`src/rtl/mouse_init_sequencer.sv`:
```
// rtl/mouse_init_sequencer.sv - PS/2 mouse power-up/recovery sequencer
// Issues reset/enable commands, validates replies and gates packet streaming.
module mouse_init_sequencer #(
    parameter int TIMEOUT_CYC = 50_000_000,
    parameter int MAX_RETRY   = 3,
    parameter int TO_W        = 26
) (
    input  logic       clk_i,
    input  logic       rst_ni,
    input  logic       restart_i,
    input  logic       tx_idle_i,
    input  logic       tx_done_tick_i,
    input  logic       rx_done_tick_i,
    input  logic [7:0] rx_data_i,
    output logic       wr_ps2_o,
    output logic [7:0] tx_data_o,
    output logic       stream_en_o,
    output logic       init_done_o,
    output logic       init_err_o,
    output logic [1:0] retries_o
);

    localparam logic [7:0] CMD_RST  = 8'hFF;
    localparam logic [7:0] CMD_EN   = 8'hF4;
    localparam logic [7:0] RX_ACK   = 8'hFA;
    localparam logic [7:0] RX_RSND  = 8'hFE;
    localparam logic [7:0] RX_BAT   = 8'hAA;
    localparam logic [7:0] RX_ID    = 8'h00;

    localparam logic [TO_W-1:0] TO_LIMIT  = TO_W'(TIMEOUT_CYC - 1);
    localparam logic [1:0]      RETRY_MAX = 2'(MAX_RETRY);
    localparam logic [1:0]      FE_LAST   = 2'd3;

    typedef enum logic [3:0] {
        SEND_RST,
        WAIT_TX_RST,
        ACK_RST,
        BAT,
        ID,
        SEND_EN,
        WAIT_TX_EN,
        ACK_EN,
        STREAM,
        ERROR
    } state_t;

    state_t          state_q, state_d;
    logic            wr_ps2_q, wr_ps2_d;
    logic [7:0]      tx_data_q, tx_data_d;
    logic            stream_en_q, stream_en_d;
    logic            init_done_q, init_done_d;
    logic            init_err_q, init_err_d;
    logic [1:0]      retries_q, retries_d;
    logic [1:0]      fe_cnt_q, fe_cnt_d;
    logic [TO_W-1:0] to_cnt_q, to_cnt_d;

    logic counting;
    logic timeout_hit;
    logic fail;

    always_ff @(posedge clk_i or negedge rst_ni) begin
        if (!rst_ni) begin
            state_q     <= SEND_RST;
            wr_ps2_q    <= 1'b0;
            tx_data_q   <= 8'h00;
            stream_en_q <= 1'b0;
            init_done_q <= 1'b0;
            init_err_q  <= 1'b0;
            retries_q   <= 2'd0;
            fe_cnt_q    <= 2'd0;
            to_cnt_q    <= '0;
        end else begin
            state_q     <= state_d;
            wr_ps2_q    <= wr_ps2_d;
            tx_data_q   <= tx_data_d;
            stream_en_q <= stream_en_d;
            init_done_q <= init_done_d;
            init_err_q  <= init_err_d;
            retries_q   <= retries_d;
            fe_cnt_q    <= fe_cnt_d;
            to_cnt_q    <= to_cnt_d;
        end
    end

    always_comb begin
        counting = (state_q == WAIT_TX_RST) || (state_q == ACK_RST) ||
                   (state_q == BAT) || (state_q == ID) ||
                   (state_q == WAIT_TX_EN) || (state_q == ACK_EN);
        // A received byte always beats an expiring timeout on the same cycle.
        timeout_hit = counting && !rx_done_tick_i && (to_cnt_q == TO_LIMIT);
    end

    always_comb begin
        state_d   = state_q;
        wr_ps2_d  = 1'b0;
        tx_data_d = tx_data_q;
        retries_d = retries_q;
        fe_cnt_d  = fe_cnt_q;
        fail      = 1'b0;

        case (state_q)
            SEND_RST: begin
                if (tx_idle_i) begin
                    wr_ps2_d  = 1'b1;
                    tx_data_d = CMD_RST;
                    state_d   = WAIT_TX_RST;
                end
            end
            WAIT_TX_RST: begin
                if (tx_done_tick_i) state_d = ACK_RST;
                else if (timeout_hit) fail = 1'b1;
            end
            ACK_RST: begin
                if (rx_done_tick_i) begin
                    if (rx_data_i == RX_ACK) begin
                        fe_cnt_d = 2'd0;
                        state_d  = BAT;
                    end else if (rx_data_i == RX_RSND && fe_cnt_q != FE_LAST) begin
                        fe_cnt_d = fe_cnt_q + 2'd1;
                        state_d  = SEND_RST;
                    end else begin
                        fail = 1'b1;
                    end
                end else if (timeout_hit) begin
                    fail = 1'b1;
                end
            end
            BAT: begin
                if (rx_done_tick_i) begin
                    if (rx_data_i == RX_BAT) state_d = ID;
                    else fail = 1'b1;
                end else if (timeout_hit) begin
                    fail = 1'b1;
                end
            end
            ID: begin
                if (rx_done_tick_i) begin
                    if (rx_data_i == RX_ID) state_d = SEND_EN;
                    else fail = 1'b1;
                end else if (timeout_hit) begin
                    fail = 1'b1;
                end
            end
            SEND_EN: begin
                if (tx_idle_i) begin
                    wr_ps2_d  = 1'b1;
                    tx_data_d = CMD_EN;
                    state_d   = WAIT_TX_EN;
                end
            end
            WAIT_TX_EN: begin
                if (tx_done_tick_i) state_d = ACK_EN;
                else if (timeout_hit) fail = 1'b1;
            end
            ACK_EN: begin
                if (rx_done_tick_i) begin
                    if (rx_data_i == RX_ACK) begin
                        fe_cnt_d = 2'd0;
                        state_d  = STREAM;
                    end else if (rx_data_i == RX_RSND && fe_cnt_q != FE_LAST) begin
                        fe_cnt_d = fe_cnt_q + 2'd1;
                        state_d  = SEND_EN;
                    end else begin
                        fail = 1'b1;
                    end
                end else if (timeout_hit) begin
                    fail = 1'b1;
                end
            end
            STREAM: begin
                // A BAT byte mid-stream means the mouse was re-plugged.
                if (rx_done_tick_i && rx_data_i == RX_BAT) state_d = ID;
            end
            ERROR: begin
                state_d = ERROR;
            end
            default: begin
                state_d = SEND_RST;
            end
        endcase

        if (fail) begin
            fe_cnt_d = 2'd0;
            if (retries_q < RETRY_MAX) begin
                retries_d = retries_q + 2'd1;
                state_d   = SEND_RST;
            end else begin
                state_d   = ERROR;
            end
        end

        if (restart_i) begin
            state_d   = SEND_RST;
            wr_ps2_d  = 1'b0;
            tx_data_d = 8'h00;
            retries_d = 2'd0;
            fe_cnt_d  = 2'd0;
        end
    end

    always_comb begin
        if (!counting || rx_done_tick_i || (state_d != state_q) || restart_i) begin
            to_cnt_d = '0;
        end else begin
            to_cnt_d = to_cnt_q + 1'b1;
        end
        stream_en_d = (state_d == STREAM);
        init_err_d  = (state_d == ERROR);
        init_done_d = restart_i ? 1'b0 : (init_done_q || (state_d == STREAM));
    end

    assign wr_ps2_o    = wr_ps2_q;
    assign tx_data_o   = tx_data_q;
    assign stream_en_o = stream_en_q;
    assign init_done_o = init_done_q;
    assign init_err_o  = init_err_q;
    assign retries_o   = retries_q;

endmodule

```
`config.mk`:
```
export PLATFORM = sky130hd
export DESIGN_NAME = mouse_init_sequencer
export DESIGN_NICKNAME = d
export VERILOG_FILES = /design/src/rtl/mouse_init_sequencer.sv
export SDC_FILE = /design/constraint.sdc
export NUM_CORES = 1
export LEC_CHECK = 0
export ABC_AREA = 0
export BUFFER_PORTS_ARGS = -buffer_cell sky130_fd_sc_hd__buf_2
export CAP_MARGIN = 20
export CORE_MARGIN = 4
export CORE_UTILIZATION = 59
export DETAILED_ROUTE_END_ITERATION = 16
export PLACE_DENSITY = 0.8
export SLEW_MARGIN = 20
export SYNTH_ARGS = -nofsm -noshare
export SYNTH_HDL_FRONTEND = slang
export SYNTH_SLANG_ARGS = --single-unit
```
`constraint.sdc`:
```
create_clock -name clk_i -period 3.1 [get_ports clk_i]
set_input_delay 0.155 -clock clk_i [delete_from_list [all_inputs] [get_ports clk_i]]
set_output_delay 0.155 -clock clk_i [all_outputs]
set_load 0.02 [all_outputs]
```
== After elaboration in Yosys (flattened, before gate mapping) ==
Index checks and enable logic that the tools add are counted.
W data, S select, Z words.

* Input port bits: 14
* Output and inout port bits: 14
* Word-level logic and storage cells: 108
* Flip-flop bits (word level): 46

* Reductions and logical operators: 29
* Eq/ne operators: 19
* Order comparisons: 1
* $add $sub $neg: 3
* Muxes and demuxes: 47

{| class="wikitable"
|+ Operators with widths
! cell !! count
|-
| $mux W4 || 18
|-
| $pmux W4 S10 || 1
|-
| $add A26 B1 Y26 const B || 1
|-
| $eq A26 B26 Y1 const B || 1
|-
| $mux W26 || 1
|-
| $eq A8 B8 Y1 const B || 3
|-
| $mux W8 || 3
|-
| $mux W2 || 9
|-
| $eq A4 B3 Y1 const B || 4
|-
| $eq A4 B4 Y1 const B || 4
|-
| $pmux W8 S2 || 1
|-
| $mux W1 || 13
|-
| $logic_or A1 B1 Y1 || 9
|-
| $reduce_bool A3 Y1 || 3
|-
| $eq A4 B2 Y1 const B || 2
|-
| $logic_not A8 Y1 || 1
|-
| $ne A3 B3 Y1 const B || 2
|-
| $reduce_and A3 Y1 || 2
|-
| $reduce_or A2 Y1 || 3
|-
| $add A2 B1 Y2 const B || 2
|-
| $eq A4 B1 Y1 const B || 1
|-
| $logic_and A1 B1 Y1 || 4
|-
| $logic_not A4 Y1 || 1
|-
| $ne A4 B4 Y1 || 1
|-
| 7 further kinds || 9
|}

== Longest topological paths before layout ==
* Word-level depth: 17
* Gate-level depth with buffers: 10
* Mapped depth without buffers: 8

== Worst setup path before layout ==
No wires, ideal clock.

* Kind: reg2reg
* Start: register to_cnt_q[8]
* End: register to_cnt_q[5]
* Clock period less this slack: 2.653 ns
* Stages on the path, launching flop included: 9
* Arrival time: 2.558 ns
* Setup slack: 0.447 ns
* Data required time: 3.005 ns
* Path buffers: 1
* Library setup time: 0.095 ns
* Path through: dfrtp_1 or4b_4 nor4_4 a21oi_2 or3_4 o221ai_2 nand3_2 buf_6 nor4_4

* Word-level cells in the longest chain between the ends: 11
* Elaborated cells between the ends (all ways): 14
* Classes of those cells: 2 x eq/ne; 9 x mux; 3 x reduce/logical

{| class="wikitable"
|+ Ends and longest elaborated chain
! element !! line !! RTL
|-
| start, declared || 55 || <nowiki>logic [TO_W-1:0] to_cnt_q, to_cnt_d;</nowiki>
|-
| start signal, assigned || 81 || <nowiki>to_cnt_q <= to_cnt_d;</nowiki>
|-
| $eq A26 B26 Y1 * || 90 || <nowiki>timeout_hit = counting && !rx_done_tick_i && (to_cnt_q == TO_LIMIT);</nowiki>
|-
| $logic_and A1 B1 Y1 * || 90 ||
|-
| $mux W1 * || - ||
|-
| $mux W1 (on tied branches) || - ||
|-
| $pmux W1 S4 * || 101 || <nowiki>case (state_q)</nowiki>
|-
| $mux W4 * || 182 || <nowiki>if (fail) begin</nowiki>
|-
| $mux W4 * || 192 || <nowiki>if (restart_i) begin</nowiki>
|-
| $ne A4 B4 Y1 * || 202 || <nowiki>if (!counting || rx_done_tick_i || (state_d != state_q) || restart_i) begin</nowiki>
|-
| $logic_or A1 B1 Y1 * (2 in a row) || 202 ||
|-
| $mux W26 * || 202 ||
|-
| net to_cnt_d[5] || 55 ||
|}

The timed path passes the listed nets; every way through them passes the cells marked *.
A chain may end at the register's enable or synchronous reset.

== Final worst setup path ==
* Start: register to_cnt_q[8]
* End: register to_cnt_q[21]

* Word-level cells in the longest chain between the ends: 11
* Elaborated cells between the ends (all ways): 15
* Classes of those cells: 1 x add/sub; 2 x eq/ne; 9 x mux; 3 x reduce/logical

{| class="wikitable"
|+ Ends and longest elaborated chain
! element !! line
|-
| $eq A26 B26 Y1 || 90
|-
| $logic_and A1 B1 Y1 || 90
|-
| $mux W1 || -
|-
| $mux W1 (on tied branches) || -
|-
| $pmux W1 S4 || 101
|-
| $mux W4 || 182
|-
| $mux W4 || 192
|-
| $ne A4 B4 Y1 || 202
|-
| $logic_or A1 B1 Y1 (2 in a row) || 202
|-
| $mux W26 * || 202
|-
| net to_cnt_d[21] || 55
|}

Marked as above.

==> results.md <==
- Status: complete, but fails checks
- Failing checks: hold timing
- Final Hold Fails: 40
- Dpl hpwl: 3800 um
- Sequential power share: 0.403
- Sum Neg Setup Slack: 0 ps
- DR iter-0 viols: 203
- TritonCTS buffer count: 5
- GRT Overall Usage: 0.219
- H-tree depth: 2
- Relative slew slack: 0.423
- Leakage: 0.00118 uW
- Mapped cell area: 2600 um^2
- Synth Net Count: 282
- Final WL: 5540 um
- First-pass DRT Iterations: 4
- Slowest stage delay, CP: 560 ps
- Minimum clock period after layout: 2890 ps
- Total Power: 1420 uW
- CTS tree: done
- Die Footprint: 5530 um^2
- I/O pin count: 28
- Sequential-to-total area share from yosys stat: 0.385
- Uppermost layer routed: met4
- RSZ-0062 raised after global routing: no
- Sink Count: 40
- Drt drc: 0
- CP max stage cell: or4b_4
- Mean Syn Cell Area: 9.80 um^2
- Vias: 2124
- Fin Clk Skew: 4.62 ps
- Max VDD drop: 0.445 mV
- # setup viols final: 0
- Post-synthesis cell type count: 56
- Most used DFF post-synth: dfrtp_1
- I/O Buffers: 27
- Async set or reset register ratio after synthesis: 1.00
- Synth top area share: 0.385
- Top delay family on crit path: simple AND/OR/NAND/NOR gates
- WL met2: 2530 um
- Clk Latency, worst-skew pair: 290 ps
- Final Cycle Share: 0.931
- Post-route ant nets: 0
- CORE AREA: 4120 um^2
- Hold Crit Class: in2async
- Gr ovfl total: 0
- Max-slew violations: 0
- First-pass GRT wire length: 9320 um
- Clock share of power: 0.324
- Sw Ratio: 0.326
- Post-synth EDFFs: 0
- CTS resizes: 0
- Final hold slack: -29.4 ps
- CP Data Arrival Time: 3080 ps
- Row count: 23
- Layout net count: 303
- Routed WL per cell: 16.5 um
- Flops & latches, synth: 40
- DR vias/cell: 6.30
- N_diodes: 0
- Area Overhead vs Synth: 11.3%
- Slew at the pin closest to its max-slew limit: 865 ps
- Fmax: 0.346 GHz
- Die height: 74.4 um
- Die width: 74.4 um
- Critical path, cell by cell: or4b_4 -> nor4_4 -> a21oi_2 -> or3_4 -> o221ai_2 -> nand3_2 -> buf_4 -> nor4b_1
- Sw power: 464 uW
- Final Wtd Congestion: 0.928
- Type of the worst setup path: reg2reg
- Top cell type by total area after synthesis: dfrtp_1
- CP Capture Type: flop
- Top cells by count, synth: dfrtp_1, nor2_1, nor3_1, xnor2_1, nand2_1
- Initial Utilization: 0.631
- Met1 Wirelength: 2550 um
- Cell-internal power: 960 uW
- Clk slew on worst S/H paths: 70 ps
- Critical path startpoint category: flop
- CP required: 3290 ps
- Met3 WL: 381 um
- Pwr Density: 492 nW/um^2
- Synthesized instance count: 265
- Initial antenna violation count: 0
- Setup bufs post-CTS: 0
- Vias in the first global route: 1968
- Bufs and invs on worst path: 1
- Clock tree root buffer cell: clkbuf_8
- Top-count cell post-synth: dfrtp_1
- Layout cells sized above 1: 0.247
- Pin count of the biggest net entering global routing: 41
- MaxCap Viol Count: 0
- Clock buffer depth: 2
- CP Max Fanout: 16
- Hold buffer count at CTS: 0
- YS warnings: 0
- Synth area leaders: dfrtp_1, xnor2_1, nor4_2
- Combinational share of power: 0.273
-- routing by layer --
layer | vias to the layer above | global-route usage
met1 | 1022 | 0.318
li1 | 1013 | -
met4 | 0 | 0.0711
met3 | 7 | 0.0419
met5 | - | 0
met2 | 82 | 0.333
-- cell type report --
type	instances	area [um^2]
Clock buffer	7	96.3
Clock inverter	1	30.0
Fill cell	322	1220
Inverter	8	30.0
Multi-Input combinational cell	198	1470
Sequential cell	40	1000
Tap cell	50	62.6
Timing Repair Buffer	33	205
-- cells in the final DEF, fill, tap and decap left out, types with 4 or more instances in the layout --
| master | Yosys | layout |
|---|---|---|
| xor2_1 | 11 | 11 |
| buf_2 | 4 | 27 |
| nand2b_1 | 5 | 5 |
| nand3b_1 | 5 | 5 |
| inv_1 | 8 | 8 |
| a21oi_1 | 7 | 7 |
| clkbuf_8 | 0 | 7 |
| and3_1 | 6 | 6 |
| nor2_1 | 21 | 20 |
| and4_1 | 5 | 5 |
| xnor2_1 | 15 | 15 |
| nand3_1 | 11 | 11 |
| buf_4 | 6 | 4 |
| nor3_1 | 17 | 16 |
| nor3_2 | 3 | 4 |
| nor4_2 | 9 | 9 |
| dfrtp_1 | 40 | 40 |
| nor4b_1 | 6 | 4 |
| o21ai_0 | 7 | 7 |
| nand4_1 | 9 | 9 |
| nand2_1 | 12 | 12 |
-- metrics by stage --
stage,instances,hold WS [ps],utilization,worst slack (ps),cell area (um^2)
final,337,-29.4,0.702,214,2890
after global routing,337,37.6,0.702,36.9,2890
after CTS,337,0.990,0.698,231,2870
after detailed placement,329,318,0.667,245,2750
after global placement,329,313,0.667,387,2750
after floorplan,265,-141,-,447,2600
-- kinds of logic after synthesis --
family,count (synthesis),share of synthesized area
flops,40,0.385
mux,1,0.00385
fa+ha+maj,3,0.0145
compound gates,32,0.0906
buf+inv,27,0.0583
xor+xnor,27,0.0939
simple gates,135,0.354
-- power by group through the flow --
stage                     logic [uW]  clock network [uW]  registers (uW)
after global placement           378                   0             582
final                            389                 462             573
after floorplan                  299                   0             576
after CTS                        384                 472             572
after detailed placement         383                   0             583
after global routing             422                 493             578
-- worst paths after layout --
check / cells past startpoint / startpoint / slack (ps) / endpoint
worst max-delay path: 8 / to_cnt_q[8] / 210 / to_cnt_q[21]
worst min-delay path: 1 / rst_ni / -30 / wr_ps2_o
worst max register to register: 8 / to_cnt_q[8] / 210 / to_cnt_q[21]
worst min register to register: 1 / init_done_o / 490 / init_done_o
max in group asynchronous: 1 / rst_ni / 2580 / state_q[1]
min in group clk_i: 2 / restart_i / 150 / tx_data_o[3]
-- sequential cells by signal, indices dropped and copies added (netlist names) --
signal / count
retries_o: 2
init_done_o: 1
state_q: 4
stream_en_o: 1
init_err_o: 1
to_cnt_q: 26
fe_cnt_q: 2
wr_ps2_o: 1
tx_data_o: 2
Power figures use the tool's default switching activity.
